==> config.mk <==
export PLATFORM = sky130hd
export DESIGN_NAME = div_issue_ctrl
export DESIGN_NICKNAME = d
export VERILOG_FILES = /design/src/rtl/div_pkg.sv /design/src/rtl/div_sign_fix.sv /design/src/rtl/div_issue_ctrl.sv
export SDC_FILE = /design/constraint.sdc
export NUM_CORES = 1
export LEC_CHECK = 0
export ABC_CLOCK_PERIOD_IN_PS = 2900
export CAP_MARGIN = 20
export CORE_MARGIN = 2
export CORE_UTILIZATION = 48
export DETAILED_ROUTE_END_ITERATION = 12
export GPL_TIMING_DRIVEN = 0
export PLACE_DENSITY = 0.86
export SYNTH_ARGS = -nofsm -noshare
export SYNTH_HDL_FRONTEND = slang
export SYNTH_HIERARCHICAL = 1
export SYNTH_SLANG_ARGS = --single-unit
==> constraint.sdc <==
create_clock -name clk -period 2.9 [get_ports clk]
set_input_delay 0.29 -clock clk [delete_from_list [all_inputs] [get_ports clk]]
set_output_delay 0.29 -clock clk [all_outputs]
set_load 0.05 [all_outputs]
==> src/rtl/div_pkg.sv <==
// Shared types and constants for the divider issue controller.
package div_pkg;

    typedef enum logic [1:0] {
        IDLE   = 2'd0,
        LAUNCH = 2'd1,
        WAIT   = 2'd2,
        RESP   = 2'd3
    } div_state_t;

    localparam int DIV_BIT_SIZE = 16;

    function automatic int div_timeout_default(input int bit_size);
        return 2 * bit_size + 4;
    endfunction

    // Most negative two's-complement value for the given width (1 followed by zeros).
    function automatic logic [63:0] div_min_value(input int bit_size);
        return 64'd1 << (bit_size - 1);
    endfunction

endpackage

==> src/rtl/div_sign_fix.sv <==
// Conditional two's-complement negate; used for operand magnitudes and result sign correction.
module div_sign_fix
    import div_pkg::*;
#(
    parameter int BIT_SIZE = DIV_BIT_SIZE
) (
    input  logic [BIT_SIZE-1:0] value,
    input  logic                negate,
    output logic [BIT_SIZE-1:0] result
);

    assign result = negate ? (~value + {{(BIT_SIZE-1){1'b0}}, 1'b1}) : value;

endmodule

==> src/rtl/div_issue_ctrl.sv <==
// Request/response sequencer around an unsigned divider core: special-case handling,
// sign conversion, start pulse, watchdog and result sign correction.
//
// state  | meaning
// IDLE   | ready for a request; special cases answered directly
// LAUNCH | div_start pulse, watchdog loaded
// WAIT   | waiting for div_done or watchdog expiry
// RESP   | response held until rsp_ready
module div_issue_ctrl
    import div_pkg::*;
#(
    parameter int BIT_SIZE       = DIV_BIT_SIZE,
    parameter int TIMEOUT_CYCLES = div_timeout_default(BIT_SIZE)
) (
    input  logic                clk,
    input  logic                reset,
    input  logic                req_valid,
    output logic                req_ready,
    input  logic [BIT_SIZE-1:0] req_dividend,
    input  logic [BIT_SIZE-1:0] req_divisor,
    input  logic                req_signed,
    output logic                div_start,
    output logic [BIT_SIZE-1:0] div_dividend,
    output logic [BIT_SIZE:0]   div_divisor,
    input  logic                div_done,
    input  logic [BIT_SIZE-1:0] div_quotient,
    input  logic [BIT_SIZE-1:0] div_remainder,
    output logic                rsp_valid,
    input  logic                rsp_ready,
    output logic [BIT_SIZE-1:0] rsp_quotient,
    output logic [BIT_SIZE-1:0] rsp_remainder,
    output logic                rsp_div_by_zero,
    output logic                rsp_overflow,
    output logic                rsp_timeout
);

    localparam int CNT_W = $clog2(TIMEOUT_CYCLES + 1);
    localparam logic [CNT_W-1:0]    CNT_LOAD = CNT_W'(TIMEOUT_CYCLES - 1);
    localparam logic [BIT_SIZE-1:0] MIN_VAL  = BIT_SIZE'(div_min_value(BIT_SIZE));

    div_state_t          state, state_nxt;
    logic [CNT_W-1:0]    wd_cnt, wd_cnt_nxt;
    logic                neg_q, neg_q_nxt, neg_r, neg_r_nxt;
    logic [BIT_SIZE-1:0] div_dividend_nxt;
    logic [BIT_SIZE:0]   div_divisor_nxt;
    logic [BIT_SIZE-1:0] quotient_nxt, remainder_nxt;
    logic                dbz_nxt, ovf_nxt, to_nxt;
    logic [BIT_SIZE-1:0] dvd_mag, dvs_mag, q_fix, r_fix;

    div_sign_fix #(.BIT_SIZE(BIT_SIZE)) u_dvd_mag (
        .value(req_dividend), .negate(req_signed & req_dividend[BIT_SIZE-1]), .result(dvd_mag));
    div_sign_fix #(.BIT_SIZE(BIT_SIZE)) u_dvs_mag (
        .value(req_divisor), .negate(req_signed & req_divisor[BIT_SIZE-1]), .result(dvs_mag));
    div_sign_fix #(.BIT_SIZE(BIT_SIZE)) u_q_fix (
        .value(div_quotient), .negate(neg_q), .result(q_fix));
    div_sign_fix #(.BIT_SIZE(BIT_SIZE)) u_r_fix (
        .value(div_remainder), .negate(neg_r), .result(r_fix));

    assign req_ready = (state == IDLE);
    assign div_start = (state == LAUNCH);
    assign rsp_valid = (state == RESP);

    always_ff @(posedge clk) begin
        if (reset) begin
            state           <= IDLE;
            wd_cnt          <= '0;
            neg_q           <= 1'b0;
            neg_r           <= 1'b0;
            div_dividend    <= '0;
            div_divisor     <= '0;
            rsp_quotient    <= '0;
            rsp_remainder   <= '0;
            rsp_div_by_zero <= 1'b0;
            rsp_overflow    <= 1'b0;
            rsp_timeout     <= 1'b0;
        end else begin
            state           <= state_nxt;
            wd_cnt          <= wd_cnt_nxt;
            neg_q           <= neg_q_nxt;
            neg_r           <= neg_r_nxt;
            div_dividend    <= div_dividend_nxt;
            div_divisor     <= div_divisor_nxt;
            rsp_quotient    <= quotient_nxt;
            rsp_remainder   <= remainder_nxt;
            rsp_div_by_zero <= dbz_nxt;
            rsp_overflow    <= ovf_nxt;
            rsp_timeout     <= to_nxt;
        end
    end

    always_comb begin
        state_nxt        = state;
        wd_cnt_nxt       = wd_cnt;
        neg_q_nxt        = neg_q;
        neg_r_nxt        = neg_r;
        div_dividend_nxt = div_dividend;
        div_divisor_nxt  = div_divisor;
        quotient_nxt     = rsp_quotient;
        remainder_nxt    = rsp_remainder;
        dbz_nxt          = rsp_div_by_zero;
        ovf_nxt          = rsp_overflow;
        to_nxt           = rsp_timeout;
        case (state)
            IDLE: begin
                if (req_valid) begin
                    neg_q_nxt = req_signed & (req_dividend[BIT_SIZE-1] ^ req_divisor[BIT_SIZE-1]);
                    neg_r_nxt = req_signed & req_dividend[BIT_SIZE-1];
                    if (req_divisor == '0) begin
                        quotient_nxt  = '1;
                        remainder_nxt = req_dividend;
                        dbz_nxt       = 1'b1;
                        state_nxt     = RESP;
                    end else if (req_signed && req_dividend == MIN_VAL && req_divisor == '1) begin
                        quotient_nxt  = MIN_VAL;
                        remainder_nxt = '0;
                        ovf_nxt       = 1'b1;
                        state_nxt     = RESP;
                    end else begin
                        div_dividend_nxt = dvd_mag;
                        div_divisor_nxt  = {1'b0, dvs_mag};
                        state_nxt        = LAUNCH;
                    end
                end
            end
            LAUNCH: begin
                wd_cnt_nxt = CNT_LOAD;
                state_nxt  = WAIT;
            end
            WAIT: begin
                // done wins over an expiring watchdog in the same cycle
                if (div_done) begin
                    quotient_nxt  = q_fix;
                    remainder_nxt = r_fix;
                    state_nxt     = RESP;
                end else if (wd_cnt == '0) begin
                    quotient_nxt  = '0;
                    remainder_nxt = '0;
                    to_nxt        = 1'b1;
                    state_nxt     = RESP;
                end else begin
                    wd_cnt_nxt = wd_cnt - 1'b1;
                end
            end
            RESP: begin
                if (rsp_ready) begin
                    dbz_nxt   = 1'b0;
                    ovf_nxt   = 1'b0;
                    to_nxt    = 1'b0;
                    state_nxt = IDLE;
                end
            end
            default: state_nxt = IDLE;
        endcase
    end

endmodule

==> results.txt, run 1 <==
* Total of buffers placed on input and output ports: ~140
- #FFs+latches synth: 77
* Die area: roughly 11000 µm²
* Fraction of synthesis flops using an asynchronous set or reset pin: 0%
- Final setup skew: 8.66 ps
- Top-Level Pins: roughly 140
- TritonCTS built the clock tree.
* CP Data Required Time: 3170 ps
- Primary flip-flop cell chosen by synthesis mapping: sky130_fd_sc_hd__dfxtp_1
* Peak supply drop: around 0.52 mV
* Depth of the worst hold-timing path: 1
- Synthesis produced a netlist with a net count of between 600 and 700.
* Cell Pwr Density: 947 nW/µm²
* Class of the tightest hold or removal check: reg -> reg
* CP Capture Type: flip-flop
* FF-to-FF setup slack: between 400 and 500 ps
* Worst hold slack across all endpoints: about 470 ps
- Crit Path Class: in -> reg
- The finished cells cover roughly 6600 µm².
- Yosys warnings: 6
- The final count of pins violating max slew came to 0.
* Number of buffers inserted by post-CTS setup repair: 0
* Leading area contributor after synthesis: sky130_fd_sc_hd__dfxtp_1
- Synth top area share: a little under a third
- Number of different library cells in the post-synthesis netlist: 56
* Pre-CTS setup slack: just under 70 ps
- Traced cell by cell, the critical path runs through clkdlybuf4s50_1 -> nor4_1 -> nand4_1 -> nor2_1 -> buf_2 -> a221oi_2 -> a211oi_1.
* Total DRC errors in the routed layout: 0
- The synthesized netlist devotes a little under a quarter of its cell area to compound gates.
- Chip height: roughly 100 µm
- The via count of the first global-routing pass is between 4000 and 5000.
* Number of core rows: 36
* Count of instances resized after the clock tree is built: 0
- Antenna violations before repair: 0
- Setup repair after global routing left no endpoint under its margin.
- For this run, the share of the core covered by cells in the final layout is 67.1%.
* Final std cells w/o fill: approximately 840
- Together, buffers and inverters on the worst path number 2.
* Final min period: around 2600 ps
* Number of instances in the synthesized netlist: about 550
- CTS sink cnt: 77
* Number of placed cells counting well taps: slightly above 800
* Buffer depth of the longest clock path: 2
* Leak pwr: approximately 2.5 nW
- After layout, the worst setup slack is 348 ps.
- The worst setup path is launched from a primary input.
* Clock Tree Root: sky130_fd_sc_hd__clkbuf_8
* Combinational family with the most area after synthesis: compound AO/OA/AOI/OAI gates
- Area of the mapped netlist: between 4000 and 5000 µm²
- Summing internal, switching and leakage power gives roughly 6.2 mW.
* N_diodes: 0
- The run finished with clean final reports.
* Worst-path clk slew: about 90 ps
- In this run the horizontal extent of the chip is approximately 100 µm.
- For this run, the slowest stage of the critical path takes 530 ps.
- The critical path runs through a total of 7 cells.
- Global-route usage over all layers: between 20% and 30%
- Of the total synthesized cell area, the portion taken by XOR and XNOR cells is around 11%.
- Compared with the post-synthesis result, the final layout area differs by 36.0%.
* Worst slew margin relative to its limit: ~56%
- For this run the aggregate overflow at the end of global routing stands at 0.
- Placed Instance Area: ~6400 µm²
- For this configuration, the core starts out at a cell density of around half.
- The region available for standard cell placement spans between 9000 and 10000 µm².
- Share of cell area taken by muxes after synthesis: under 10%
- Max-cap violations in this run came to 0.
- Number of hold violations in the final report: 0
- Part of the Yosys area used for sequential elements: around a third
- Setup violations remaining at the end of the flow were counted as 0.
- For the final routed database, the setup TNS stands at 0 ps.
- Fraction of final layout cells with drive strength greater than 1: between 10% and 20%
- The kind of cell with the highest combined delay along the critical path is simple AND/OR/NAND/NOR gates.
- DR vias: slightly below 5000
- Summing the areas of all and, or, nand and nor instances in the mapped netlist gives 18.8% of the synthesized area.
- Fin crit share: between 80 and 90%
- Commonest non-fill, non-tap cells in the layout: sky130_fd_sc_hd__clkdlybuf4s50_1, sky130_fd_sc_hd__dfxtp_1, sky130_fd_sc_hd__nand2_1
* Most common library cell in the layout ignoring fill and taps: sky130_fd_sc_hd__clkdlybuf4s50_1
* Count of hold buffers inserted by post-cts repair: 0
- Mean area per synthesized cell: 8.72 µm²
- Using the TritonRoute via totals, the vias-per-cell ratio works out to ~5.8.
- Clock network latency to the later pin of the worst-skew pair: ~350 ps
* Number of nets with antenna violations after routing: 0
- Measured slew at the worst slew-check pin: between 600 and 700 ps
- Adder-Cell Fraction of Synth Area: ~2.3%
- DPL Wire Length: between 10 and 15 mm
- At the end of routability-driven placement, the weighted congestion stood at roughly 0.9.
- Data on the critical path arrives at its endpoint at 2820 ps.
- The number of cells on the worst reg-to-reg path is 9.
- Entering global routing, the biggest net connects 16 pins.
- Critical-path cell with the highest stage delay: sky130_fd_sc_hd__clkdlybuf4s50_1
- Number of enable-type register cells in the synthesized netlist: 0
- The clock tree synthesis step divided the H-tree into 3 levels.
- Leading cell types by total area after synthesis: sky130_fd_sc_hd__dfxtp_1, sky130_fd_sc_hd__xnor2_1, sky130_fd_sc_hd__mux2i_1
* Highest clock rate: just under 400 MHz
* Routed len/inst: between 15 and 20 µm
* Maximum fanout count along the critical path: 10
- The first global-routing pass estimated ~24 mm of wire.
- Number of buffers inserted during clock tree synthesis: 9
- Total Routed Length: ~14 mm
* Iter 0 DRT Violations: between 300 and 400
- For this run, the detailed router's first-pass iteration total came to 5.
- For this run, the post-layout net count is 782.
## kinds of logic (layout without fill, tap and decap cells)
family,count (synthesis),count (layout)
simple gates,168,168
compound gates,151,151
flops,77,77
xor+xnor,59,59
buf+inv,55,210
mux,33,33
fa+ha+maj,9,9
other cells,1,1
## sequential cells by signal, indices dropped and copies added, names as in the netlist
| register | count |
|---|---|
| state | 2 |
| rsp_timeout | 1 |
| rsp_overflow | 1 |
| rsp_div_by_zero | 1 |
| div_divisor | 16 |
| wd_cnt | 6 |
| div_dividend | 16 |
| rsp_quotient | 16 |
| neg_q | 1 |
| rsp_remainder | 16 |
| neg_r | 1 |
## final timing paths
kind	from	end
hold / removal	wd_cnt[5]$_SDFFE_PP0P_	wd_cnt[5]$_SDFFE_PP0P_
setup / recovery	req_divisor[2]	rsp_remainder[5]$_SDFFE_PP0P_
setup reg to reg	state[0]$_SDFFE_PP0P_	div_divisor[0]$_SDFFE_PP0P_
hold reg to reg	wd_cnt[5]$_SDFFE_PP0P_	wd_cnt[5]$_SDFFE_PP0P_
## power breakdown
group / switching [mW] / internal [mW] / total, mW
Clock: 0.448 / 0.319 / 0.767
Combinational: 2.43 / 1.40 / 3.82
Sequential: 0.219 / 1.40 / 1.62
## cells in the mapped netlist (17+ instances only)
cell type,instances
sky130_fd_sc_hd__a21oi_1,38
sky130_fd_sc_hd__inv_1,19
sky130_fd_sc_hd__xnor2_1,37
sky130_fd_sc_hd__xor2_1,22
sky130_fd_sc_hd__o31ai_1,21
sky130_fd_sc_hd__mux2i_1,32
sky130_fd_sc_hd__nor2_1,37
sky130_fd_sc_hd__o21ai_0,17
sky130_fd_sc_hd__dfxtp_1,77
sky130_fd_sc_hd__nand2b_1,17
sky130_fd_sc_hd__nand2_1,44
sky130_fd_sc_hd__a211oi_1,22
## final cells by class
| class | count | area (µm²) |
|---|---|---|
| fill | 796 | 3210 |
| multi-input combinational | 421 | 3020 |
| sequential | 77 | 1540 |
| timing repair buffer | 139 | 1390 |
| buffer | 36 | 193 |
| tap | 133 | 166 |
| clock buffer | 9 | 124 |
| inverter | 19 | 71.3 |
| clock inverter | 7 | 56.3 |
## worst register-to-register path, delay by kind of cell (launching register included)
family | cells | cell delay, ps
adders and majority gates | 1 | 190
DFF | 1 | 350
AOI/OAI and AO/OA | 2 | 810
buffers and inverters | 4 | 720
muxes | 1 | 220
and+or+nand+nor | 1 | 50
## metal layers
layer	GRT usage (%)	vias up	part of all wire, %
li1	-	2330	-
met1	31.6	2315	42
met2	45.5	211	48
met3	7.08	28	7.9
met4	9.36	0	2.1
met5	0	-	0
Power figures use the tool's default switching activity.
==> run 2: changes to the inputs <==
--- a/config.mk
+++ b/config.mk
@@ -11,7 +11,7 @@
 export CORE_UTILIZATION = 48
 export DETAILED_ROUTE_END_ITERATION = 12
 export GPL_TIMING_DRIVEN = 0
-export PLACE_DENSITY = 0.86
+export PLACE_DENSITY = 0.9
 export SYNTH_ARGS = -nofsm -noshare
 export SYNTH_HDL_FRONTEND = slang
 export SYNTH_HIERARCHICAL = 1
==> run 2 against run 1 <==
Final cell count stayed put. Largest cell class unchanged. Cell area is 0.53% higher. Global-route usage is 0.54 points lower. Critical endpoint is now div_dividend[2]$_SDFFE_PP0P_.
==> results.txt, run 2 (same netlist as run 1, synthesis figures left out) <==
* Outcome: complete, no violations
- The switching component of the power came to 3.04 mW (-1.7%).
- The die area was 10900 µm² (unchanged).
- The signal on the critical path passes through inv_1 -> ha_1 -> clkbuf_2 -> inv_1 -> a41o_1 -> a311oi_2 -> buf_4 -> mux2i_1 -> nor2_1.
* Fillers: 803 (+0.88%)
* N_diodes: 0 (unchanged)
- Commonest non-fill, non-tap cells in the layout: sky130_fd_sc_hd__clkdlybuf4s50_1, sky130_fd_sc_hd__dfxtp_1, sky130_fd_sc_hd__nand2_1
* CP peak stage delay: 520 ps (about the same)
- The post-cts repair resize count was 0 (unchanged).
- The worst hold path belongs to the class reg -> reg.
- The total power divided by cell area is 959 nW/µm² (+1.3%).
- The depth of the CTS H-tree was 3 (unchanged).
- Unrepaired setup endpoints after global routing: false
* Start point of the worst min-delay path: rsp_quotient[3]$_SDFFE_PP0P_
* CP Capture Type: flip-flop
- Global-route usage over all layers: 25.9% (-0.54 points)
* Count of buffering cells on the critical path with inverters included: 4 (+2)
* Top cell family by delay on the critical path: compound AO/OA/AOI/OAI gates
- The cell sitting at the root of the clock tree is a sky130_fd_sc_hd__clkbuf_8.
- RR Startpoint: state[0]$_SDFFE_PP0P_
* DR vias: 4800 (-1.7%)
- Worst slew margin relative to its limit: 54.4% (-1.7 points)
* Pre-CTS setup slack: 106 ps (+37.3 ps)
- The number of placement rows is 36 (unchanged).
- The number of max-cap violations came to 0 (unchanged).
- The data required time at the worst endpoint was 3110 ps (-60 ps).
- The count of TritonRoute iterations in the first routing pass came to 5 (unchanged).
* Total area of sequential cells: 1540 µm² (unchanged)
- Setup slack of the critical path after layout: 370 ps (+21.9 ps)
- Number of buffers inserted during clock tree synthesis: 9 (unchanged)
- Residual overflow from global routing: 0 (unchanged)
- Floorplan Core Area: 9770 µm² (unchanged)
- Final min period: 2530 ps (-21.9 ps)
- Counting stages on the worst path, the most repeated cell is sky130_fd_sc_hd__inv_1.
* Routed len/inst: 17.1 µm (+0.52%)
* Fraction of final layout cells with drive strength greater than 1: 10.0% (-0.14 points)
- The width of the die is 104 µm (unchanged).
- Multi-input gate area: 3020 µm² (unchanged)
- Critical-path cell with the highest stage delay: sky130_fd_sc_hd__a311oi_2
* Total Routed Length: 14.4 mm (+0.52%)
* Largest net degree at the start of global routing: 14 (-2)
- Clock network latency to the later pin of the worst-skew pair: 350 ps (about the same)
* Total of buffers placed on input and output ports: 139 (unchanged)
* Crit Path Class: reg -> reg
- The number of hold buffers added after cts came to 0 (unchanged).
- The standby leakage power was 2.50 nW (+1.3%).
- The number of top-level pins came to 141 (unchanged).
* Routability congestion estimate: 0.900 (+0.32%)
* Type of origin of the critical path: flip-flop
- The setup TNS came to 0 ps (unchanged).
* Clock network fraction of design power: 14.1% (+1.8 points)
* Part of the total power dissipated in sequential elements: 25.6% (-0.5 points)
- The die extent in y came to 104 µm (unchanged).
- Final setup viols: 0 (unchanged)
- The post-route clock period utilization is 87.3% (-0.76 points).
* DPL Wire Length: 11.2 mm (+1.3%)
- Area growth syn-to-layout: 36.7%
- The clock sink total was 77 (unchanged).
* Slew Limit Fails: 0 (unchanged)
- Maximum fanout count along the critical path: 10 (unchanged)
- The library cell used most frequently in the layout, excluding fill and tap cells, is sky130_fd_sc_hd__clkdlybuf4s50_1.
* Antenna violations before repair: 0 (unchanged)
- Final core occ: 67.5% (+0.36 points)
* Measured slew at the worst slew-check pin: 677 ps (+25.6 ps)
- The largest clock skew in the final design is 9.19 ps (+0.534 ps).
* Arrival time of the worst setup path: 2740 ps (-80 ps)
- The wire length of the first global-routing pass came to 23.2 mm (-2.3%).
- The hold violation count in the final report is 0 (unchanged).
- Combinational share of power: 60.3% (-1.3 points)
- In this run the worst setup path begins at state[0]$_SDFFE_PP0P_.
* TritonCTS clock tree: yes
* Post-detailed-route via-to-cell ratio: 5.71 (-1.7%)
* Buffer depth of the longest clock path: 2 (unchanged)
- Number of nets in the layout: 782 (unchanged)
- Highest clock rate: 395 MHz (+0.87%)
- Initial Utilization: 49.4% (unchanged)
- Number of global-route vias before repair: 4726 (-4.8%)
* Iter 0 DRT Violations: 305 (-1.9%)
- The detailed-route DRC error count is 0 (unchanged).
- FF-to-FF setup slack: 370 ps (-60 ps)
* Worst-path clk slew: 80 ps (about the same)
- Number of nets with antenna violations after routing: 0 (unchanged)
- Number of buffers inserted by post-CTS setup repair: 0 (unchanged)
- The switching part of the total came to 48.0% (-1.7 points).
- Peak supply drop: 0.513 mV (-1.8%)
* P_int: 3.29 mW (+5.4%)
-- run 2: changes by cell type in the layout (fill, tap and decap cells not counted) --
cell / before / now
sky130_fd_sc_hd__clkbuf_1: 15 / 16
sky130_fd_sc_hd__inv_6: 3 / 0
sky130_fd_sc_hd__bufinv_16: 0 / 2
sky130_fd_sc_hd__clkinv_4: 0 / 2
sky130_fd_sc_hd__clkinv_2: 0 / 2
sky130_fd_sc_hd__clkinvlp_4: 4 / 0
-- run 2: area by class of cell --
cell class	instances	area share [%]
Multi-Input combinational cell	421	45.8
Sequential cell	77	23.4
Timing Repair Buffer	139	21.1
Buffer	36	2.92
Tap cell	133	2.52
Clock buffer	10	1.93
Clock inverter	6	1.33
Inverter	19	1.08
-- run 2: power by group through the flow --
stage / registers, mW / clock network, mW / logic, mW
5_1_grt: 1.66 / 0.949 / 4.07
4_1_cts: 1.62 / 0.915 / 3.81
3_5_place_dp: 1.64 / 0 / 3.80
3_3_place_gp: 1.62 / 0 / 3.73
2_1_floorplan: 2.63 / 0 / 1.63
6_report: 1.62 / 0.894 / 3.81
-- run 2: worst paths after layout --
kind / to / cells past startpoint
max: div_dividend[2]$_SDFFE_PP0P_ / 9
min: rsp_quotient[3]$_SDFFE_PP0P_ / 2
max reg2reg: div_dividend[2]$_SDFFE_PP0P_ / 9
min reg2reg: rsp_quotient[3]$_SDFFE_PP0P_ / 2
-- run 2: metal layers --
metal | track usage (%) | vias up | share of wire [%]
met5 | 0 | - | 0
met4 | 7.14 | 0 | 1.1
met3 | 5.89 | 18 | 6.8
met2 | 45.5 | 205 | 49
met1 | 31.7 | 2255 | 43
li1 | - | 2322 | -
-- run 2: metrics by stage --
step           area (µm²)  instances  hold slack (ps)  power, mW
5_1_grt              6600        841              511       6.68
3_5_place_dp         6380        825              473       5.44
2_1_floorplan        4820        553              433       4.26
6_report             6600        841              485       6.33
4_1_cts              6600        841              484       6.35
3_3_place_gp         6380        825              453       5.35
-- run 2: worst reg2reg max path: cells and delay by family (launching register included) --
| kind | cells | cell delay, ps |
|---|---|---|
| adder cells (fa/ha/maj) | 1 | 180 |
| AO/OA/AOI/OAI | 2 | 790 |
| flip-flops | 1 | 350 |
| buffers and inverters | 4 | 730 |
| AND/OR/NAND/NOR | 1 | 90 |
| multiplexers | 1 | 270 |
